[src/rtl/dft_pipe_pkg.sv]
// Shared definitions for the DFT_compute retiming pipeline.
// DFT_PIPE_SKID_EN: when defined, the pipeline carries a 2-entry skid buffer
// on its output, which widens the occupancy counter.
package dft_pipe_pkg;

  localparam int DFT_WIDTH = 37;

  typedef enum logic {
    MODE_GLOBAL   = 1'b0,
    MODE_COLLAPSE = 1'b1
  } pipe_mode_e;

`ifdef DFT_PIPE_SKID_EN
  localparam bit DFT_PIPE_SKID = 1'b1;
`else
  localparam bit DFT_PIPE_SKID = 1'b0;
`endif

  // Counter must hold 0..DEPTH, or 0..DEPTH+2 once the skid entries exist.
  function automatic int occ_width(input int depth);
    return DFT_PIPE_SKID ? $clog2(depth + 3) : $clog2(depth + 2);
  endfunction

endpackage

[src/rtl/dft_pipe_skid2.sv]
// Two-entry skid buffer behind the last pipeline stage. Its ready is a
// register, so the upstream pipeline never sees out_ready combinationally.
module dft_pipe_skid2
  import dft_pipe_pkg::*;
#(
  parameter int WIDTH = DFT_WIDTH
) (
  input  logic             clk,
  input  logic             rst_n,
  input  logic             stall_i,
  input  logic             in_valid_i,
  output logic             in_ready_o,
  input  logic [WIDTH-1:0] in_data_i,
  output logic             out_valid_o,
  input  logic             out_ready_i,
  output logic [WIDTH-1:0] out_data_o
);

  logic [1:0]       cnt_q, cnt_d;
  logic [WIDTH-1:0] e0_q, e0_d, e1_q, e1_d;
  logic             rdy_q;
  logic             push, pop;

  assign push        = in_valid_i & rdy_q & ~stall_i;
  assign pop         = (cnt_q != 2'd0) & out_ready_i & ~stall_i;
  assign in_ready_o  = rdy_q;
  assign out_valid_o = (cnt_q != 2'd0);
  assign out_data_o  = e0_q;

  // e0 is always the head; a push with a simultaneous pop can only occur at
  // cnt==1 (ready implies cnt<2, pop implies cnt>0), so it lands in e0.
  always_comb begin
    cnt_d = cnt_q;
    e0_d  = e0_q;
    e1_d  = e1_q;
    case ({push, pop})
      2'b10: begin
        if (cnt_q == 2'd0) e0_d = in_data_i;
        else               e1_d = in_data_i;
        cnt_d = cnt_q + 2'd1;
      end
      2'b01: begin
        e0_d  = e1_q;
        cnt_d = cnt_q - 2'd1;
      end
      2'b11: e0_d = in_data_i;
      default: ;
    endcase
  end

  // Entry storage and the registered ready (free slot after this cycle).
  always_ff @(posedge clk or negedge rst_n) begin
    if (!rst_n) begin
      cnt_q <= 2'd0;
      e0_q  <= '0;
      e1_q  <= '0;
      rdy_q <= 1'b1;
    end else begin
      cnt_q <= cnt_d;
      e0_q  <= e0_d;
      e1_q  <= e1_d;
      rdy_q <= (cnt_d != 2'd2);
    end
  end

endmodule

[src/rtl/dft_compute_retime_pipe.sv]
// Stall-aware DEPTH x WIDTH retiming pipeline between the DFT compute kernel
// and the accumulator. COLLAPSE=0 moves all stages together; COLLAPSE=1 lets
// each stage advance on its own so bubbles are squeezed out under backpressure.
// DFT_PIPE_SKID_EN: adds a 2-entry skid buffer on the output (latency +1,
// in_ready no longer depends on out_ready).
module dft_compute_retime_pipe
  import dft_pipe_pkg::*;
#(
  parameter int  WIDTH    = DFT_WIDTH,
  parameter int  DEPTH    = 2,
  parameter int  COLLAPSE = 0,
  localparam int OCC_W    = occ_width(DEPTH)
) (
  input  logic             aclk,
  input  logic             arst_n,
  input  logic             astall,
  input  logic             in_valid,
  output logic             in_ready,
  input  logic [WIDTH-1:0] in_data,
  output logic             out_valid,
  input  logic             out_ready,
  output logic [WIDTH-1:0] out_data,
  output logic [OCC_W-1:0] occupancy
);

  localparam pipe_mode_e MODE = (COLLAPSE != 0) ? MODE_COLLAPSE : MODE_GLOBAL;

  logic [DEPTH-1:0]            v_q, v_up, ld;
  logic [DEPTH-1:0][WIDTH-1:0] d_q, d_up;
  logic                        rdy0, sink_ready, accept, emit;
  logic [OCC_W-1:0]            occ_q, occ_d;

  // Source of each stage: stage 0 from the kernel, stage k from stage k-1.
  always_comb begin
    v_up[0] = in_valid;
    d_up[0] = in_data;
    for (int k = 1; k < DEPTH; k++) begin
      v_up[k] = v_q[k-1];
      d_up[k] = d_q[k-1];
    end
  end

  generate
    if (MODE == MODE_COLLAPSE) begin : g_collapse
      logic [DEPTH:0] r;
      // A stage may load when it is empty or its successor is moving.
      always_comb begin
        r        = '0;
        r[DEPTH] = sink_ready;
        for (int k = DEPTH - 1; k >= 0; k--) r[k] = ~v_q[k] | r[k+1];
      end
      assign ld   = {DEPTH{~astall}} & r[DEPTH-1:0];
      assign rdy0 = ~astall & r[0];
    end else begin : g_global
      logic en;
      assign en   = ~astall & (~v_q[DEPTH-1] | sink_ready);
      assign ld   = {DEPTH{en}};
      assign rdy0 = en;
    end
  endgenerate

  // Stage registers; data only captured when a valid entry moves in, so a
  // held entry is never overwritten.
  always_ff @(posedge aclk or negedge arst_n) begin
    if (!arst_n) begin
      v_q <= '0;
      d_q <= '0;
    end else begin
      for (int k = 0; k < DEPTH; k++) begin
        if (ld[k]) begin
          v_q[k] <= v_up[k];
          if (v_up[k]) d_q[k] <= d_up[k];
        end
      end
    end
  end

`ifdef DFT_PIPE_SKID_EN
  dft_pipe_skid2 #(.WIDTH(WIDTH)) u_skid (
    .clk        (aclk),
    .rst_n      (arst_n),
    .stall_i    (astall),
    .in_valid_i (v_q[DEPTH-1]),
    .in_ready_o (sink_ready),
    .in_data_i  (d_q[DEPTH-1]),
    .out_valid_o(out_valid),
    .out_ready_i(out_ready),
    .out_data_o (out_data)
  );
`else
  assign sink_ready = out_ready;
  assign out_valid  = v_q[DEPTH-1];
  assign out_data   = d_q[DEPTH-1];
`endif

  // Reset forces in_ready low while the registers are held clear.
  assign in_ready  = rdy0 & arst_n;
  assign accept    = in_valid & rdy0;
  assign emit      = out_valid & out_ready & ~astall;
  assign occupancy = occ_q;

  // Occupancy bookkeeping: +1 accept, -1 emit.
  always_comb begin
    occ_d = occ_q;
    case ({accept, emit})
      2'b10:   occ_d = occ_q + OCC_W'(1);
      2'b01:   occ_d = occ_q - OCC_W'(1);
      default: ;
    endcase
  end

  // Occupancy register.
  always_ff @(posedge aclk or negedge arst_n) begin
    if (!arst_n) occ_q <= '0;
    else         occ_q <= occ_d;
  end

endmodule

[config.mk]
export PLATFORM = sky130hd
export DESIGN_NAME = dft_compute_retime_pipe
export DESIGN_NICKNAME = d
export VERILOG_FILES = /design/src/rtl/dft_pipe_pkg.sv /design/src/rtl/dft_pipe_skid2.sv /design/src/rtl/dft_compute_retime_pipe.sv
export SDC_FILE = /design/constraint.sdc
export NUM_CORES = 1
export LEC_CHECK = 0
export CORE_ASPECT_RATIO = 2
export CORE_MARGIN = 2
export CORE_UTILIZATION = 55
export DETAILED_ROUTE_END_ITERATION = 8
export DONT_BUFFER_PORTS = 1
export PLACE_DENSITY = 0.7
export SYNTH_ARGS = -nofsm -noshare
export SYNTH_HDL_FRONTEND = slang
export SYNTH_HIERARCHICAL = 1
export SYNTH_SLANG_ARGS = --single-unit
export TNS_END_PERCENT = 1
[constraint.sdc]
create_clock -name aclk -period 2.7 [get_ports aclk]
set_clock_uncertainty 0.15 [all_clocks]
set_input_delay 0.54 -clock aclk [delete_from_list [all_inputs] [get_ports aclk]]
set_output_delay 0.54 -clock aclk [all_outputs]
set_load 0.02 [all_outputs]
==> results.md, run 1 <==
- Commonest non-fill, non-tap cells in the layout: dfrtp_1 (78), mux2_2 (64), mux2_1 (10)
- Die H: 113 um
- Area grow syn2layout: 4.68%
- Hold Path Class: input port to flop
- Final Slew Violations: 0
- First-pass GRT wire length: 8.56 mm
- Final setup fails: 0
- Clock group share of total power: 0.317
- Pre-CTS WS: 695 ps
- Synth cell types: 18
- Total CTS buffers: 9
- Core area: 5710 um^2
- Avg Synthesized Cell Area: 15.3 um^2
- Cell Area, Placed: 3040 um^2
- Ant diodes: 0
- GRT Util Overall: 0.178
- DRT iter0 DRCs: 35
- Final Cycle Share: 0.825
- Final Power: 4.12 mW
- Yosys warning count: 6
- Top area cells in the synthesized netlist: dfrtp_1 (60%), mux2_2 (22%), buf_4 (9.7%)
- Hold Vio Cnt, Final: 0
- Routed Antenna Nets: 0
- Minimum clock period: 2230 ps
- Number of global-route vias before repair: 1677
- Layout cells sized above 1: 0.458
- DR vias: 1419
- Share of the synthesized area in the top cell type: 0.599
- CP startpoint kind: flop
- Root Driver: clkbuf_16
- Total grt overflow: 0
- Combinational share of power: 0.132
- DP Wirelength: 3.69 mm
- Most Crowded Layer GR: met2
- Fmax: 449 MHz
- Clk_lat worst skew: 320 ps
- Clock sinks: 78
- Max cap viols: 0
- WL final: 5.28 mm
- Worst Setup Slack, final: 474 ps
- Post-DR wirelength/cell: 21.0 um
- Final core utilization: 0.598
- Met3 GRT Util: 0.0697
- Full die area: 6600 um^2
- Fin area: 3410 um^2
- Grt met2 use: 0.312
- Cells after Synth: 213
- RSZ-0062 raised after global routing: no
- Number of remaining DRC errors: 0
- Internal cell power: 2.83 mW
- Initial core utilization: 0.571
- Htree depth: 3
- Psw: 1.28 mW
- GR met1 Demand/Resource: 0.178
- VDD IR-drop max: 0.777 mV
- Synthesized flop and latch total: 78
- Drt pass-1 iters: 3
- Switch share: 0.312
- Req. time, crit path: 2010 ps
- Crit path arrival time: 1540 ps
- Post-CTS Setup Bufs: 0
- Clock transition at the registers of the reported paths: 50 ps
- Flop pwr share: 0.551
- Critical path type: flop to output port
- Pin count of the biggest net entering global routing: 79
- CTS tree: built
- Syn Nets: 256
- Row cnt: 39
- Nets@finish: 228
- Die Width: 58.4 um
- Port bufs: 0
- Synth Cell Area: 3260 um^2
- Status: finished clean
- Routed vias/inst: 5.65
- Leakage: 1.46 nW
- Slew of the pin with the lowest slew margin: 664 ps
- CP max FO: 4
- Register area share after synthesis: 0.599
- GP Congestion: 0.723
- Commonest non-fill, non-tap cell in the layout: dfrtp_1
- CP endpoint kind: output port
- Clock buffer depth: 2
- # IOs: 83
- Initial antenna violation count: 0
- Sum of negative setup slack: 0 ps
- Slew margin rel.: 0.556
- Area leader, netlist: dfrtp_1
- PD cells: 1210 nW/um^2
sequential cells by signal (all words and copies together) (netlist names):
name	cells
d_q	37
out_data	37
occupancy	2
v_q	2
worst max-delay path, stage by stage, from the launching register on:
cell and delay (ps):
dfrtp_1 470, nor2b_4 190, nor3b_1 550
through the flow:
stage          cells  hold slack [ps]
6_report         251              199
5_1_grt          251              181
4_1_cts          251              186
3_5_place_dp     233             96.2
3_3_place_gp     233             96.2
2_1_floorplan    213             94.4
cell type report:
cell class | count | area, um^2
tap | 61 | 76.3
timing repair buffer | 5 | 72.6
multi-input combinational | 89 | 968
clock inverter | 3 | 65.1
inverter | 2 | 7.51
sequential | 78 | 1950
clock buffer | 13 | 270
fill | 437 | 2300
cells in the mapped netlist:
cell type and instances:
dfrtp_1 78, mux2_2 64, buf_4 42, mux2_1 10
buf_6 2, inv_1 2, nor3b_1 2, o21ai_0 2
xnor2_1 2, ha_1 1, nand2_1 1, nand2b_1 1
nand2b_4 1, nor2_1 1, nor2_4 1, nor2b_4 1
nor3b_2 1, xor2_1 1
kinds of logic after synthesis:
kind of cell | Yosys count | synth area share
flip-flops | 78 | 0.599
multiplexers | 74 | 0.256
AND/OR/NAND/NOR | 9 | 0.0246
AO/OA/AOI/OAI | 2 | 0.00307
buffers and inverters | 46 | 0.106
XOR/XNOR | 3 | 0.00806
adder cells (fa/ha/maj) | 1 | 0.00384
power groups by stage:
stage	clock network, mW	logic [mW]	registers [mW]
after CTS	1.33	0.558	2.28
after floorplan	0	1.25	1.79
after detailed placement	0	0.528	2.30
after global routing	1.39	0.601	2.33
final	1.31	0.544	2.27
after global placement	0	0.482	2.27
what timing repair did:
item,in CTS,in global routing
hold endpoints to repair,78,0
gates resized for setup,0,0
hold buffers,2,0
path summary, 6_finish.rpt:
| path | cells after the start | startpoint | slack, ps | to |
|---|---|---|---|---|
| max | 2 | v_q[1] | 470 | in_ready |
| min | 1 | in_data[12] | 200 | d_q[12] |
| max reg2reg | 8 | v_q[1] | 690 | occupancy[1] |
| min reg2reg | 1 | d_q[14] | 330 | d_q[14] |
| max in group asynchronous | 2 | arst_n | 1450 | d_q[23] |
| min in group asynchronous | 2 | arst_n | 670 | v_q[0] |
per-layer routing:
metal,part of all wire,wire (um)
met5,0,0
met1,0.34,1810
met3,0.073,387
met4,0.019,102
met2,0.56,2980
Power figures use the tool's default switching activity.
==> run 2: changes to the inputs <==
==> constraint.sdc (replaced) <==
create_clock -name aclk -period 2.2 [get_ports aclk]
set_clock_uncertainty 0.15 [all_clocks]
set_input_delay 0.44 -clock aclk [delete_from_list [all_inputs] [get_ports aclk]]
set_output_delay 0.44 -clock aclk [all_outputs]
set_load 0.02 [all_outputs]
==> run 2 against run 1 <==
Sequential share of layout area increased by 1.1 points. The flow now finishes with violations (negative hold slack). Critical path depth increased by 1. Critical path type unchanged. Register-to-register slack got worse by 380 ps. First-iteration DRC count grew 26%. Global-route usage is 0.76 points lower. Power increased by 18%. Sequential cell count unchanged. Hold slack worse by 540 ps. Clock-buffer cell count fell by 1.
==> results.md, run 2 (synthesis results as in run 1) <==
- Number of global-route vias before repair: 1584 (-5.5%)
- Cell Count, Final, Fillers Out: 250 (-0.40%)
- PD cells: 1450 nW/um^2 (+20%)
- Dpl cells: 234 (+0.43%)
- GRT Util Overall: 0.170 (-0.00763)
- Fill count: 452 (+3.4%)
- Post-CTS Setup Bufs: 0 (unchanged)
- Pin count of the biggest net entering global routing: 80 (+1.3%)
- Full die area: 6600 um^2 (unchanged)
- Post-DR wirelength/cell: 19.9 um (-5.5%)
- Core area: 5710 um^2 (unchanged)
- Status: finished, violations left
- Total CTS buffers: 9 (unchanged)
- Slew margin rel.: 0.775 (+0.219)
- Buf/Inv on CP: 1 (+1)
- Cell Area, Placed: 3050 um^2 (+0.25%)
- Switch share: 0.316 (+0.00389)
- Routed Antenna Nets: 0 (unchanged)
- First-pass GRT wire length: 8.06 mm (-5.8%)
- Critical path type: flop to output port
- Worst hold margin: -343 ps (-541 ps)
- Final Slew Violations: 0 (unchanged)
- Commonest non-fill, non-tap cell in the layout: dfrtp_1
- Psw: 1.53 mW (+19%)
- Die Width: 58.4 um (unchanged)
- Crit path arrival time: 1340 ps (-200 ps)
- CP delay by family, top: flip-flops
- CP endpoint kind: output port
- Clk_lat worst skew: 320 ps (about the same)
- Fin area: 3350 um^2 (-1.9%)
- Final core utilization: 0.586 (-0.0112)
- Total grt overflow: 0 (unchanged)
- Flop pwr share: 0.573 (+0.022)
- Root Driver: clkbuf_16
- DP Wirelength: 3.44 mm (-6.6%)
- Area grow syn2layout: 2.73%
- CP startpoint kind: flop
- Pre-CTS WS: 302 ps (-393 ps)
- Htree depth: 3 (unchanged)
- Port bufs: 0 (unchanged)
- Nets@finish: 227 (-0.44%)
- RSZ-0062 raised after global routing: no
- Combinational share of power: 0.129 (-0.003)
- # resized after CTS: 0 (unchanged)
- Routed vias/inst: 5.72 (+1.1%)
- Clock sinks: 78 (unchanged)
- WL final: 4.97 mm (-5.9%)
- Internal cell power: 3.32 mW (+17%)
- Initial core utilization: 0.571 (unchanged)
- Max cap viols: 0 (unchanged)
- Worst path max stage delay: 470 ps (-80 ps)
- Leakage: 1.44 nW (-1.7%)
- Sum of negative setup slack: 0 ps (unchanged)
- Clock buffer depth: 2 (unchanged)
- Req. time, crit path: 1610 ps (-400 ps)
- Fmax: 519 MHz
- # IOs: 83 (unchanged)
- Ant diodes: 0 (unchanged)
- Worst Setup Slack, final: 272 ps (-202 ps)
- Slew of the pin with the lowest slew margin: 337 ps (-326 ps)
- Storage cell area: 1950 um^2 (unchanged)
- Minimum clock period: 1930 ps
- Failing checks: negative hold slack
- GP Congestion: 0.724 (about the same)
- DRT iter0 DRCs: 44 (+26%)
- Hold Path Class: input port to asynchronous set/reset pin
- Clock transition at the registers of the reported paths: 60 ps (about the same)
- DR vias: 1429 (+0.70%)
- VDD IR-drop max: 0.938 mV (+21%)
- Drt pass-1 iters: 3 (unchanged)
- Final Cycle Share: 0.877
- CP max FO: 4 (unchanged)
- Number of remaining DRC errors: 0 (unchanged)
- CTS tree: built
- Hold Vio Cnt, Final: 78 (+78)
- Commonest non-fill, non-tap cells in the layout: dfrtp_1 (78), mux2_2 (64), mux2_1 (10)
- Slowest cell on crit path: dfrtp_1
- Final setup fails: 0 (unchanged)
- Crit path cell chain: nor2b_4 > nor3b_1 > buf_4
- Area occupied by multi-input gates: 968 um^2 (unchanged)
- Clock group share of total power: 0.298 (-0.019)
- Initial antenna violation count: 0 (unchanged)
- Die H: 113 um (unchanged)
- Layout cells sized above 1: 0.460 (+0.00242)
- Row cnt: 39 (unchanged)
==> run 2: path summary, 6_finish.rpt <==
path                              from      endpoint  slack [ps]  cells past startpoint
max in group asynchronous       arst_n  out_data[26]        2130                      0
max reg2reg                     v_q[1]       d_q[36]         310                      4
min in group aclk          in_data[13]       d_q[13]         100                      1
min reg2reg                    d_q[10]       d_q[10]         340                      1
min                             arst_n   out_data[7]        -340                      0
max                             v_q[1]      in_ready         270                      3
==> run 2: metrics by stage <==
step	hold WS [ps]	total power, mW
4_1_cts	-361	4.93
3_5_place_dp	-4.03	3.46
6_report	-343	4.86
3_3_place_gp	-3.92	3.38
5_1_grt	-360	5.08
2_1_floorplan	-5.59	3.73
==> run 2: final cells by class <==
class | count | area share
well taps | 61 | 0.0228
inverters | 2 | 0.00224
repair buffers | 4 | 0.0127
clock inverters | 4 | 0.0135
flip-flops and latches | 78 | 0.583
clock buffers | 12 | 0.0766
multi-input cells | 89 | 0.289
==> run 2: worst reg2reg max path, stage by stage, from the launching register on <==
cell and delay (ps):
dfrtp_1 470, nor2b_4 190, nor3b_4 200, buf_4 360, mux2_2 390
==> run 2: power groups by stage <==
| stage | Clock, mW | Sequential [mW] | Combinational (mW) |
|---|---|---|---|
| global placement | 0 | 2.79 | 0.591 |
| global route | 1.54 | 2.85 | 0.691 |
| detailed placement | 0 | 2.82 | 0.642 |
| floorplan | 0 | 2.20 | 1.53 |
| CTS | 1.49 | 2.80 | 0.641 |
| finish | 1.45 | 2.78 | 0.627 |
==> run 2: layer usage <==
layer	wire length (um)	global-route usage	vias to the layer above
met3	359	0.0526	9
met4	131	0.116	0
met1	1760	0.172	729
met2	2710	0.287	65
li1	-	-	626
met5	0	0	-
==> run 3: changes to the inputs <==
--- a/config.mk
+++ b/config.mk
@@ -5,7 +5,7 @@
 export SDC_FILE = /design/constraint.sdc
 export NUM_CORES = 1
 export LEC_CHECK = 0
-export CORE_ASPECT_RATIO = 2
+export CORE_ASPECT_RATIO = 1.75
 export CORE_MARGIN = 2
 export CORE_UTILIZATION = 55
 export DETAILED_ROUTE_END_ITERATION = 8
==> run 3 against run 2 <==
The run still ends with negative hold slack left. Hold slack lost 12 ps. Maximum frequency down 1.9%. Utilization is 1.9 points lower. Clock power decreased by 21%. Power shrank 6.1%. Sequential cell count stayed put. Critical endpoint unchanged. Worst setup slack lost 38 ps. Routed wire length decreased by 1.1%. Combinational power hardly changed.
==> results.md, run 3 (synthesis results as in run 1) <==
- Number of remaining DRC errors: 0 (unchanged)
- Full die area: 6580 um^2 (-0.21%)
- Depth of the worst register-to-register path: 4 (unchanged)
- Total CTS buffers: 9 (unchanged)
- R2R Path Start: v_q[1]
- Combinational share of power: 0.138 (+0.009)
- Row cnt: 37 (-5.1%)
- Final Slew Violations: 0 (unchanged)
- DRT iter0 DRCs: 54 (+23%)
- Slowest cell on crit path: dfrtp_1
- Status: finished, violations left
- Buf/Inv on CP: 1 (unchanged)
- First-pass GRT wire length: 8.18 mm (+1.5%)
- Final core utilization: 0.568 (-0.0187)
- Max cap viols: 0 (unchanged)
- Slew of the pin with the lowest slew margin: 299 ps (-38.5 ps)
- Worst path max stage delay: 470 ps (about the same)
- Commonest non-fill, non-tap cell in the layout: dfrtp_1
- GP Congestion: 0.629 (-13%)
- Port bufs: 0 (unchanged)
- Critical path type: flop to output port
- Root Driver: clkbuf_8
- RSZ-0062 raised after global routing: no
- Layout cells sized above 1: 0.460 (unchanged)
- Met1 WL: 1.68 mm (-4.4%)
- Top sig layer: met4
- # IOs: 83 (unchanged)
- Initial antenna violation count: 0 (unchanged)
- Routed Antenna Nets: 0 (unchanged)
- Crit path cell chain: nor2b_4 > nor3b_1 > buf_4
- Ant diodes: 0 (unchanged)
- Post-DR wirelength/cell: 18.4 um (-7.4%)
- Die H: 106 um (-6.2%)
- Hold Vio Cnt, Final: 78 (unchanged)
- CP max FO: 4 (unchanged)
- Flop pwr share: 0.609 (+0.036)
- Htree depth: 3 (unchanged)
- Req. time, crit path: 1610 ps (about the same)
- Pre-CTS WS: 353 ps (+51.6 ps)
- DR WL met3: 411 um (+14%)
- Switch share: 0.324 (+0.00874)
- Fmax: 509 MHz (-1.9%)
- Core area: 5790 um^2 (+1.4%)
- Clock buffer depth: 2 (unchanged)
- Routed vias/inst: 5.39 (-5.8%)
- GRT Util Overall: 0.164 (-0.00599)
- VDD IR-drop max: 0.638 mV (-32%)
- Final setup fails: 0 (unchanged)
- CP delay by family, top: flip-flops
- Minimum clock period: 1970 ps (+37.8 ps)
- Final Power: 4.56 mW (-6.1%)
- CP endpoint kind: output port
- Slew margin rel.: 0.801 (+0.0256)
- Psw: 1.48 mW (-3.5%)
- CP startpoint kind: flop
- Clk_lat worst skew: 330 ps (about the same)
- Failing checks: negative hold slack
- Internal cell power: 3.08 mW (-7.3%)
- Worst hold margin: -355 ps (-12.0 ps)
- Leakage: 1.40 nW (-2.9%)
- Die Width: 62.2 um (+6.4%)
- Drt pass-1 iters: 2 (-1)
- Final Cycle Share: 0.894 (+0.0172)
- Total grt overflow: 0 (unchanged)
- Nets@finish: 228 (+0.44%)
- Crit path arrival time: 1380 ps (+40 ps)
- Commonest non-fill, non-tap cells in the layout: dfrtp_1 (78), mux2_2 (64), clkbuf_8 (11)
- # resized after CTS: 0 (unchanged)
- CTS tree: built
- Pin count of the biggest net entering global routing: 80 (unchanged)
- Clock sinks: 78 (unchanged)
- Sum of negative setup slack: 0 ps (unchanged)
- Worst Setup Slack, final: 234 ps (-37.8 ps)
- WL final: 4.91 mm (-1.1%)
- DR vias: 1438 (+0.63%)
- PD cells: 1390 nW/um^2 (-4.3%)
- Hold Path Class: input port to asynchronous set/reset pin
- Post-CTS Setup Bufs: 0 (unchanged)
- R2R setup slack: 350 ps (+40 ps)
- Area grow syn2layout: 0.806%
- Metal2 WL: 2.74 mm (+0.92%)
- DP Wirelength: 3.57 mm (+3.6%)
- Clock transition at the registers of the reported paths: 70 ps (about the same)
- Initial core utilization: 0.563 (-0.00765)
- Clock group share of total power: 0.253 (-0.045)
- R2r endpoint: d_q[25]
- Number of global-route vias before repair: 1620 (+2.3%)
[run 3: changes by cell type in the layout (fill, tap and decap cells not counted)]
cell        previous run  this run
clkbuf_16              9         0
bufinv_16              1         2
buf_12                 1         0
clkinvlp_4             0         1
clkbuf_8               2        11
clkinv_2               3         0
buf_4                  3         5
[run 3: power by group through the flow]
stage               Combinational [mW]  Clock [mW]  Sequential [mW]
global route                     0.686        1.27             2.84
CTS                              0.645        1.20             2.79
global placement                 0.590           0             2.78
floorplan                         1.53           0             2.20
finish                           0.629        1.15             2.77
detailed placement               0.645           0             2.81
[run 3: routing by layer]
metal | vias up | global-route usage
li1 | 625 | -
met1 | 744 | 0.168
met2 | 61 | 0.286
met3 | 8 | 0.0747
met4 | 0 | 0.0714
met5 | - | 0
[run 3: how the worst max path moves through the flow]
stage | endpoint | cells after the start | slack (ps) | from
floorplan | occupancy[1] | 8 | 210 | v_q[1]
global placement | d_q[31] | 4 | 410 | v_q[1]
global route | in_ready | 3 | 160 | v_q[1]
CTS | in_ready | 3 | 200 | v_q[1]
finish | in_ready | 3 | 230 | v_q[1]
detailed placement | d_q[25] | 4 | 350 | v_q[1]
[run 3: final cells by class]
cell class	instances	area [um^2]
Timing Repair Buffer	5	37.5
Clock buffer	12	155
Fill cell	469	2500
Clock inverter	3	67.6
Inverter	2	7.51
Sequential cell	78	1950
Multi-Input combinational cell	89	968
Tap cell	78	97.6
[run 3: metrics by stage]
step           instances  cell area [um^2]
5_1_grt              267              3290
4_1_cts              267              3290
2_1_floorplan        213              3260
3_3_place_gp         252              3060
6_report             267              3290
3_5_place_dp         252              3060
